`src/rtl/wb_arbiter.sv`:
```
// wb_arbiter: two-master Wishbone arbiter with round-robin grant,
// per-cycle bus ownership and a slave-response watchdog.
// Master 0 is the CPU and master 1 is the external debug/loader port.
// The downstream wb_mux sees a single upstream master on the s_* side.

module wb_arbiter #(
  parameter int WB_DATA_WIDTH  = 32,
  parameter int WB_ADDR_WIDTH  = 32,
  parameter int WB_SEL_WIDTH   = 4,
  parameter int TIMEOUT_CYCLES = 256
) (
  input  logic                     clk_i,
  input  logic                     rst_i,

  // Master 0 (CPU)
  input  logic [WB_ADDR_WIDTH-1:0] m0_addr_i,
  input  logic [WB_DATA_WIDTH-1:0] m0_data_i,
  input  logic [WB_SEL_WIDTH-1:0]  m0_sel_i,
  input  logic                     m0_we_i,
  input  logic                     m0_stb_i,
  input  logic                     m0_cyc_i,
  output logic                     m0_ack_o,
  output logic                     m0_err_o,
  output logic [WB_DATA_WIDTH-1:0] m0_data_o,

  // Master 1 (wb_ext)
  input  logic [WB_ADDR_WIDTH-1:0] m1_addr_i,
  input  logic [WB_DATA_WIDTH-1:0] m1_data_i,
  input  logic [WB_SEL_WIDTH-1:0]  m1_sel_i,
  input  logic                     m1_we_i,
  input  logic                     m1_stb_i,
  input  logic                     m1_cyc_i,
  output logic                     m1_ack_o,
  output logic                     m1_err_o,
  output logic [WB_DATA_WIDTH-1:0] m1_data_o,

  // Slave side
  output logic [WB_ADDR_WIDTH-1:0] s_addr_o,
  output logic [WB_DATA_WIDTH-1:0] s_data_o,
  output logic [WB_SEL_WIDTH-1:0]  s_sel_o,
  output logic                     s_we_o,
  output logic                     s_stb_o,
  output logic                     s_cyc_o,
  input  logic                     s_ack_i,
  input  logic [WB_DATA_WIDTH-1:0] s_data_i,

  // Status
  output logic [1:0]               owner_o,
  output logic                     timeout_o,
  output logic [7:0]               timeout_cnt_o
);

  // Watchdog counter width; kept at least one bit wide so that a disabled
  // watchdog (TIMEOUT_CYCLES == 0) still elaborates cleanly.
  localparam int CNT_W = (TIMEOUT_CYCLES < 2) ? 1 : $clog2(TIMEOUT_CYCLES + 1);
  localparam bit WD_EN = (TIMEOUT_CYCLES != 0);
  // Counter value at which a still-stalled transfer is aborted.
  localparam logic [CNT_W-1:0] FIRE_AT =
    WD_EN ? CNT_W'(TIMEOUT_CYCLES - 1) : '0;

  typedef enum logic [1:0] {
    ST_IDLE   = 2'd0,
    ST_GRANT0 = 2'd1,
    ST_GRANT1 = 2'd2,
    ST_ABORT  = 2'd3
  } state_t;

  state_t             r_state;
  state_t             w_nextState;
  // Most recently granted master: 0 = m0, 1 = m1. Starts at 1 so m0 wins
  // the first contention after reset.
  logic               r_last;
  logic [1:0]         r_owner;
  logic [CNT_W-1:0]   r_wdCnt;
  logic [7:0]         r_timeoutCnt;

  logic               w_ownCyc;
  logic               w_ownStb;
  logic               w_stall;
  logic               w_fire;
  logic               w_otherReq;

  // Select the current owner's cyc/stb so the watchdog looks at one master.
  always_comb begin
    w_ownCyc = 1'b0;
    w_ownStb = 1'b0;
    case (r_state)
      ST_GRANT0: begin
        w_ownCyc = m0_cyc_i;
        w_ownStb = m0_stb_i;
      end
      ST_GRANT1: begin
        w_ownCyc = m1_cyc_i;
        w_ownStb = m1_stb_i;
      end
      default: begin
        w_ownCyc = 1'b0;
        w_ownStb = 1'b0;
      end
    endcase
  end

  // A stalled cycle is an active strobe from the owner with no slave ack.
  assign w_stall = w_ownCyc & w_ownStb & ~s_ack_i;
  assign w_fire  = WD_EN && w_stall && (r_wdCnt == FIRE_AT);

  // In ABORT the master that did not get aborted is the one we hand over to.
  assign w_otherReq = r_last ? m0_cyc_i : m1_cyc_i;

  // State register.
  always_ff @(posedge clk_i) begin
    if (rst_i) begin
      r_state <= ST_IDLE;
    end else begin
      r_state <= w_nextState;
    end
  end

  // Next-state logic: round-robin in IDLE, hold while owner keeps cyc,
  // direct handover on release, one-cycle ABORT on watchdog expiry.
  always_comb begin
    w_nextState = r_state;
    case (r_state)
      ST_IDLE: begin
        if (m0_cyc_i && m1_cyc_i) begin
          w_nextState = r_last ? ST_GRANT0 : ST_GRANT1;
        end else if (m0_cyc_i) begin
          w_nextState = ST_GRANT0;
        end else if (m1_cyc_i) begin
          w_nextState = ST_GRANT1;
        end else begin
          w_nextState = ST_IDLE;
        end
      end
      ST_GRANT0: begin
        if (!m0_cyc_i) begin
          w_nextState = m1_cyc_i ? ST_GRANT1 : ST_IDLE;
        end else if (w_fire) begin
          w_nextState = ST_ABORT;
        end else begin
          w_nextState = ST_GRANT0;
        end
      end
      ST_GRANT1: begin
        if (!m1_cyc_i) begin
          w_nextState = m0_cyc_i ? ST_GRANT0 : ST_IDLE;
        end else if (w_fire) begin
          w_nextState = ST_ABORT;
        end else begin
          w_nextState = ST_GRANT1;
        end
      end
      ST_ABORT: begin
        if (w_otherReq) begin
          w_nextState = r_last ? ST_GRANT0 : ST_GRANT1;
        end else begin
          w_nextState = ST_IDLE;
        end
      end
      default: begin
        w_nextState = ST_IDLE;
      end
    endcase
  end

  // Output logic: steer the owner onto the slave side, route ack back to
  // the owner only, and flag the aborted master with err during ABORT.
  always_comb begin
    s_addr_o = '0;
    s_data_o = '0;
    s_sel_o  = '0;
    s_we_o   = 1'b0;
    s_stb_o  = 1'b0;
    s_cyc_o  = 1'b0;
    m0_ack_o = 1'b0;
    m1_ack_o = 1'b0;
    m0_err_o = 1'b0;
    m1_err_o = 1'b0;
    case (r_state)
      ST_GRANT0: begin
        s_addr_o = m0_addr_i;
        s_data_o = m0_data_i;
        s_sel_o  = m0_sel_i;
        s_we_o   = m0_we_i;
        s_stb_o  = m0_stb_i & m0_cyc_i;
        s_cyc_o  = m0_cyc_i;
        m0_ack_o = s_ack_i;
      end
      ST_GRANT1: begin
        s_addr_o = m1_addr_i;
        s_data_o = m1_data_i;
        s_sel_o  = m1_sel_i;
        s_we_o   = m1_we_i;
        s_stb_o  = m1_stb_i & m1_cyc_i;
        s_cyc_o  = m1_cyc_i;
        m1_ack_o = s_ack_i;
      end
      ST_ABORT: begin
        m0_err_o = ~r_last;
        m1_err_o = r_last;
      end
      default: begin
        s_cyc_o = 1'b0;
      end
    endcase
  end

  // Read data is broadcast; only the owner's ack qualifies it.
  assign m0_data_o = s_data_i;
  assign m1_data_o = s_data_i;

  // Remember which master was granted last, updated on entry to a grant.
  always_ff @(posedge clk_i) begin
    if (rst_i) begin
      r_last <= 1'b1;
    end else if (w_nextState == ST_GRANT0) begin
      r_last <= 1'b0;
    end else if (w_nextState == ST_GRANT1) begin
      r_last <= 1'b1;
    end
  end

  // Registered one-hot owner, decoded from the next state so it tracks
  // r_state without any combinational path from the cyc inputs.
  always_ff @(posedge clk_i) begin
    if (rst_i) begin
      r_owner <= 2'b00;
    end else begin
      case (w_nextState)
        ST_GRANT0: r_owner <= 2'b01;
        ST_GRANT1: r_owner <= 2'b10;
        default:   r_owner <= 2'b00;
      endcase
    end
  end

  assign owner_o = r_owner;

  // Wait-state counter: counts stalled owner cycles, clears on ack, on a
  // dropped strobe and whenever the state changes.
  always_ff @(posedge clk_i) begin
    if (rst_i) begin
      r_wdCnt <= '0;
    end else if ((w_nextState != r_state) || !w_stall) begin
      r_wdCnt <= '0;
    end else if (WD_EN) begin
      r_wdCnt <= r_wdCnt + 1'b1;
    end
  end

  // Saturating count of watchdog aborts, bumped as ABORT is entered so it
  // is already visible alongside the timeout pulse.
  always_ff @(posedge clk_i) begin
    if (rst_i) begin
      r_timeoutCnt <= 8'd0;
    end else if (w_fire && (r_timeoutCnt != 8'hFF)) begin
      r_timeoutCnt <= r_timeoutCnt + 8'd1;
    end
  end

  assign timeout_o     = (r_state == ST_ABORT);
  assign timeout_cnt_o = r_timeoutCnt;

endmodule

```
`config.mk`:
```
export PLATFORM = sky130hd
export DESIGN_NAME = wb_arbiter
export DESIGN_NICKNAME = d
export VERILOG_FILES = /design/src/rtl/wb_arbiter.sv
export SDC_FILE = /design/constraint.sdc
export NUM_CORES = 1
export LEC_CHECK = 0
export BUFFER_PORTS_ARGS = -buffer_cell sky130_fd_sc_hd__buf_4
export CAP_MARGIN = 20
export CORE_AREA = 2 2 128 130
export CTS_BUF_LIST = sky130_fd_sc_hd__clkbuf_16
export DETAILED_ROUTE_END_ITERATION = 10
export DIE_AREA = 0 0 130 132
export GPL_ROUTABILITY_DRIVEN = 1
export HOLD_SLACK_MARGIN = 0.02
export SLEW_MARGIN = 20
export SYNTH_ARGS = -nofsm -noshare
export SYNTH_HDL_FRONTEND = slang
export SYNTH_SLANG_ARGS = --single-unit
```
`constraint.sdc`:
```
create_clock -name clk_i -period 2.7 [get_ports clk_i]
set_input_delay 0.54 -clock clk_i [delete_from_list [all_inputs] [get_ports clk_i]]
set_output_delay 0.54 -clock clk_i [all_outputs]
set_load 0.02 [all_outputs]
```
==> flow_summary.ini <==
[sta]
final_max_slew_viol_count = 0
fin_worst_skew_ns = 0.002605
max_clock_freq_mhz = 407.2
setup_viol = 0
finalHoldViolations = 0
relSlewSlack_pct = 64.78
worst_pin_slew_ns = 0.5228
finalCritPeriodShare_pct = 90.95
hold_ws_ns = 0.4910
rsz0062_at_grt = false
finalSetupTns_ns = 0
fin_crit_ns = 2.456

[run_status]
outcome = complete, no violations

[floorplanning]
rows = 46
core-area_um2 = 15710
die_width_um = 130
die_y_um = 132
start_util_pct = 17.45
die-area_um2 = 17160
pin_count = 327

[detailed_routing]
drtIter0Drc = 114
drc_errors = 0
first_pass_iters = 4
wirelength_um = 10480
routed-via-count = 3062
postRouteAntennaNets = 0
wire_per_inst_um = 14.30
viasPerCell = 4.177

[synthesis]
synth_commonest_cells = nor2b_1, a22oi_1, buf_4
yosysWarnings = 0
yosysMostFrequentCell = nor2b_1
syn_inst = 364
synthTopCellsByArea = a22oi_1, buf_4, nor2b_1, dfxtp_1, ha_1
ys.flop_type = dfxtp_1
async_flop_share_pct = 0
synth_nets = 551
ys_ff_latch = 22
yosysSeqAreaShare_pct = 16.07
synth_cell_type_count = 34
synth_edf_count = 0
synth_top_area_share_pct = 18.90
avgSynthCellArea_um2 = 7.531
syn-cell-area_um2 = 2741
synth_top_area_cell = a22oi_1

[finish]
stdcell_count = 733
final_area_um2 = 4334
multi_input_area_um2 = 1700
area_growth_syn_to_layout_pct = 58.10
drive_gt1_share_pct = 48.36
antenna_cells = 0
fill_cells = 1768
regArea_um2 = 440.4
finish.net_count = 705

[setup_path]
worstSetupEndpointType = flop
rrSetupSlack_ns = 0.24
r2r_end = r_wdCnt[6]$_SDFF_PP0_
worstReg2RegStart = r_wdCnt[0]$_SDFF_PP0_
crit_arrival_ns = 2.59
ff2ff_path_depth = 11
start_kind = flop
crit_required_ns = 2.83
cp_max_fo = 9
crit_type = flop to flop

[placed_design]
portBuffers = 230
numPlacedInstances = 727
hpwl_um = 8381
place_congestion = 0.7753
placed_area_um2 = 4214

[min_path]
whs_path_depth = 1
worstHoldEndpoint = r_wdCnt[0]$_SDFF_PP0_
hold_class = flop to flop
min-delay-start = r_wdCnt[0]$_SDFF_PP0_

[grt]
grt.overflow.total = 0
first_global_vias = 2882
grt_pass1_wl_um = 15320
antenna_found_initial = 1
gr-usage-all-layers_pct = 11.03
grt_max_degree = 42

[clocking]
cts_hold_buf = 0
cts_buffers = 3
cts.sinks = 22
worst_skew_pair.late_latency_ns = 0.26
cts-root-buf = clkbuf_16
cts_tree = yes
clockBufferDepth = 2
h-tree-depth = 1
path_clk_slew_ns = 0.06

[power_and_ir_drop]
powerDensity_nw_per_um2 = 442.2
pwr-share-comb_pct = 59.8
peakVddDrop_mv = 0.1924
p_seq_share_pct = 18.4
p_leak_nw = 1.871
power_frac_clock_pct = 21.8
switching_share_pct = 38.20
intPower_mw = 1.184
switching_power_uw = 732.1

[flow_run]
drv_cap = 0
==> state kept, by name, summed over array words and instances (netlist names) <==
| name | cells |
|---|---|
| r_last | 1 |
| timeout_cnt_o | 8 |
| owner_o | 2 |
| r_state | 2 |
| r_wdCnt | 9 |
==> through the flow <==
step	worst slack [ns]	power (mW)	utilization (%)
after floorplan	0.2267	1.187	-
after global placement	0.2725	1.519	26.82
after detailed placement	0.2208	1.519	26.82
after CTS	0.1883	1.940	27.49
after global routing	0.03556	2.042	27.58
final	0.2444	1.916	27.58
==> cells in the final DEF, fill, tap and decap left out, drive strengths merged, types with 2 or more instances in the layout <==
| cell type | netlist | routed |
|---|---|---|
| a221o | 3 | 3 |
| dfxtp | 22 | 22 |
| mux2i | 2 | 2 |
| nor2 | 18 | 18 |
| nand2b | 4 | 4 |
| clkbuf | 20 | 3 |
| a22o | 2 | 2 |
| xnor2 | 9 | 9 |
| nor2b | 74 | 74 |
| a21boi | 2 | 2 |
| nor3 | 9 | 9 |
| nand2 | 7 | 7 |
| nor3b | 2 | 2 |
| nor4 | 3 | 3 |
| a21oi | 2 | 2 |
| and3 | 3 | 3 |
| nand4 | 4 | 4 |
| nand3 | 9 | 9 |
| xor2 | 4 | 4 |
| inv | 5 | 5 |
| buf | 70 | 239 |
| a22oi | 69 | 69 |
| o21ai | 2 | 2 |
| ha | 10 | 10 |
| and2 | 4 | 4 |
==> logic make-up (layout without fill, tap and decap cells) <==
group,Yosys count,after routing,synth area share (%)
and+or+nand+nor,138,138,28.57
buffers and inverters,96,249,22.18
AOI/OAI and AO/OA,83,83,23.28
DFF,22,22,16.07
xor gates and xnor gates,13,13,4.153
adders and majority gates,10,10,4.564
muxes,2,2,1.187
==> critical path, stage by stage, from the launching register on <==
cell      delay, ns
dfxtp_1        0.37
ha_1           0.22
nand3_1        0.12
nor2_1         0.13
ha_1           0.14
nor2b_1        0.12
nand4_1        0.13
buf_4          0.17
a221o_1        0.36
clkinv_2       0.10
mux2i_4        0.35
nor3_1         0.10
==> layout make-up <==
cell class,count,share of cell area (%)
well taps,216,6.236
inverters,6,0.5485
flip-flops and latches,22,10.16
clock buffers,3,1.732
multi-input cells,246,39.23
repair buffers,239,41.40
clock inverters,1,0.6928
==> worst max path at each step <==
stage | from | end | cells after the start
2_1_floorplan | r_state[1]$_SDFF_PP0_ | r_last$_SDFFE_PP1P_ | 9
3_3_place_gp | r_wdCnt[0]$_SDFF_PP0_ | r_last$_SDFFE_PP1P_ | 12
3_5_place_dp | r_wdCnt[0]$_SDFF_PP0_ | r_last$_SDFFE_PP1P_ | 12
4_1_cts | r_wdCnt[0]$_SDFF_PP0_ | r_last$_SDFFE_PP1P_ | 12
5_1_grt | r_wdCnt[0]$_SDFF_PP0_ | r_wdCnt[8]$_SDFF_PP0_ | 11
6_report | r_wdCnt[0]$_SDFF_PP0_ | r_wdCnt[6]$_SDFF_PP0_ | 11
==> per-layer routing <==
metal,vias to the layer above,global-route usage (%),routed length (um)
met5,-,0,13
met1,1369,12.78,4142
met3,17,4.261,1123
li1,1517,-,-
met4,2,2.389,140
met2,157,19.11,5061
==> power by group through the flow <==
| stage | clock network [mW] | logic [mW] | registers (mW) |
|---|---|---|---|
| detailed placement | 0 | 1.16 | 0.361 |
| global route | 0.437 | 1.25 | 0.355 |
| finish | 0.418 | 1.15 | 0.353 |
| CTS | 0.424 | 1.16 | 0.353 |
| global placement | 0 | 1.16 | 0.360 |
| floorplan | 0 | 0.823 | 0.364 |
==> timing repair <==
action                     in CTS  in global routing
resized for setup               0                  0
hold endpoints to repair        0                  0
setup endpoints to repair       0                  1
setup buffers                   0                  2
Power figures use the tool's default switching activity.
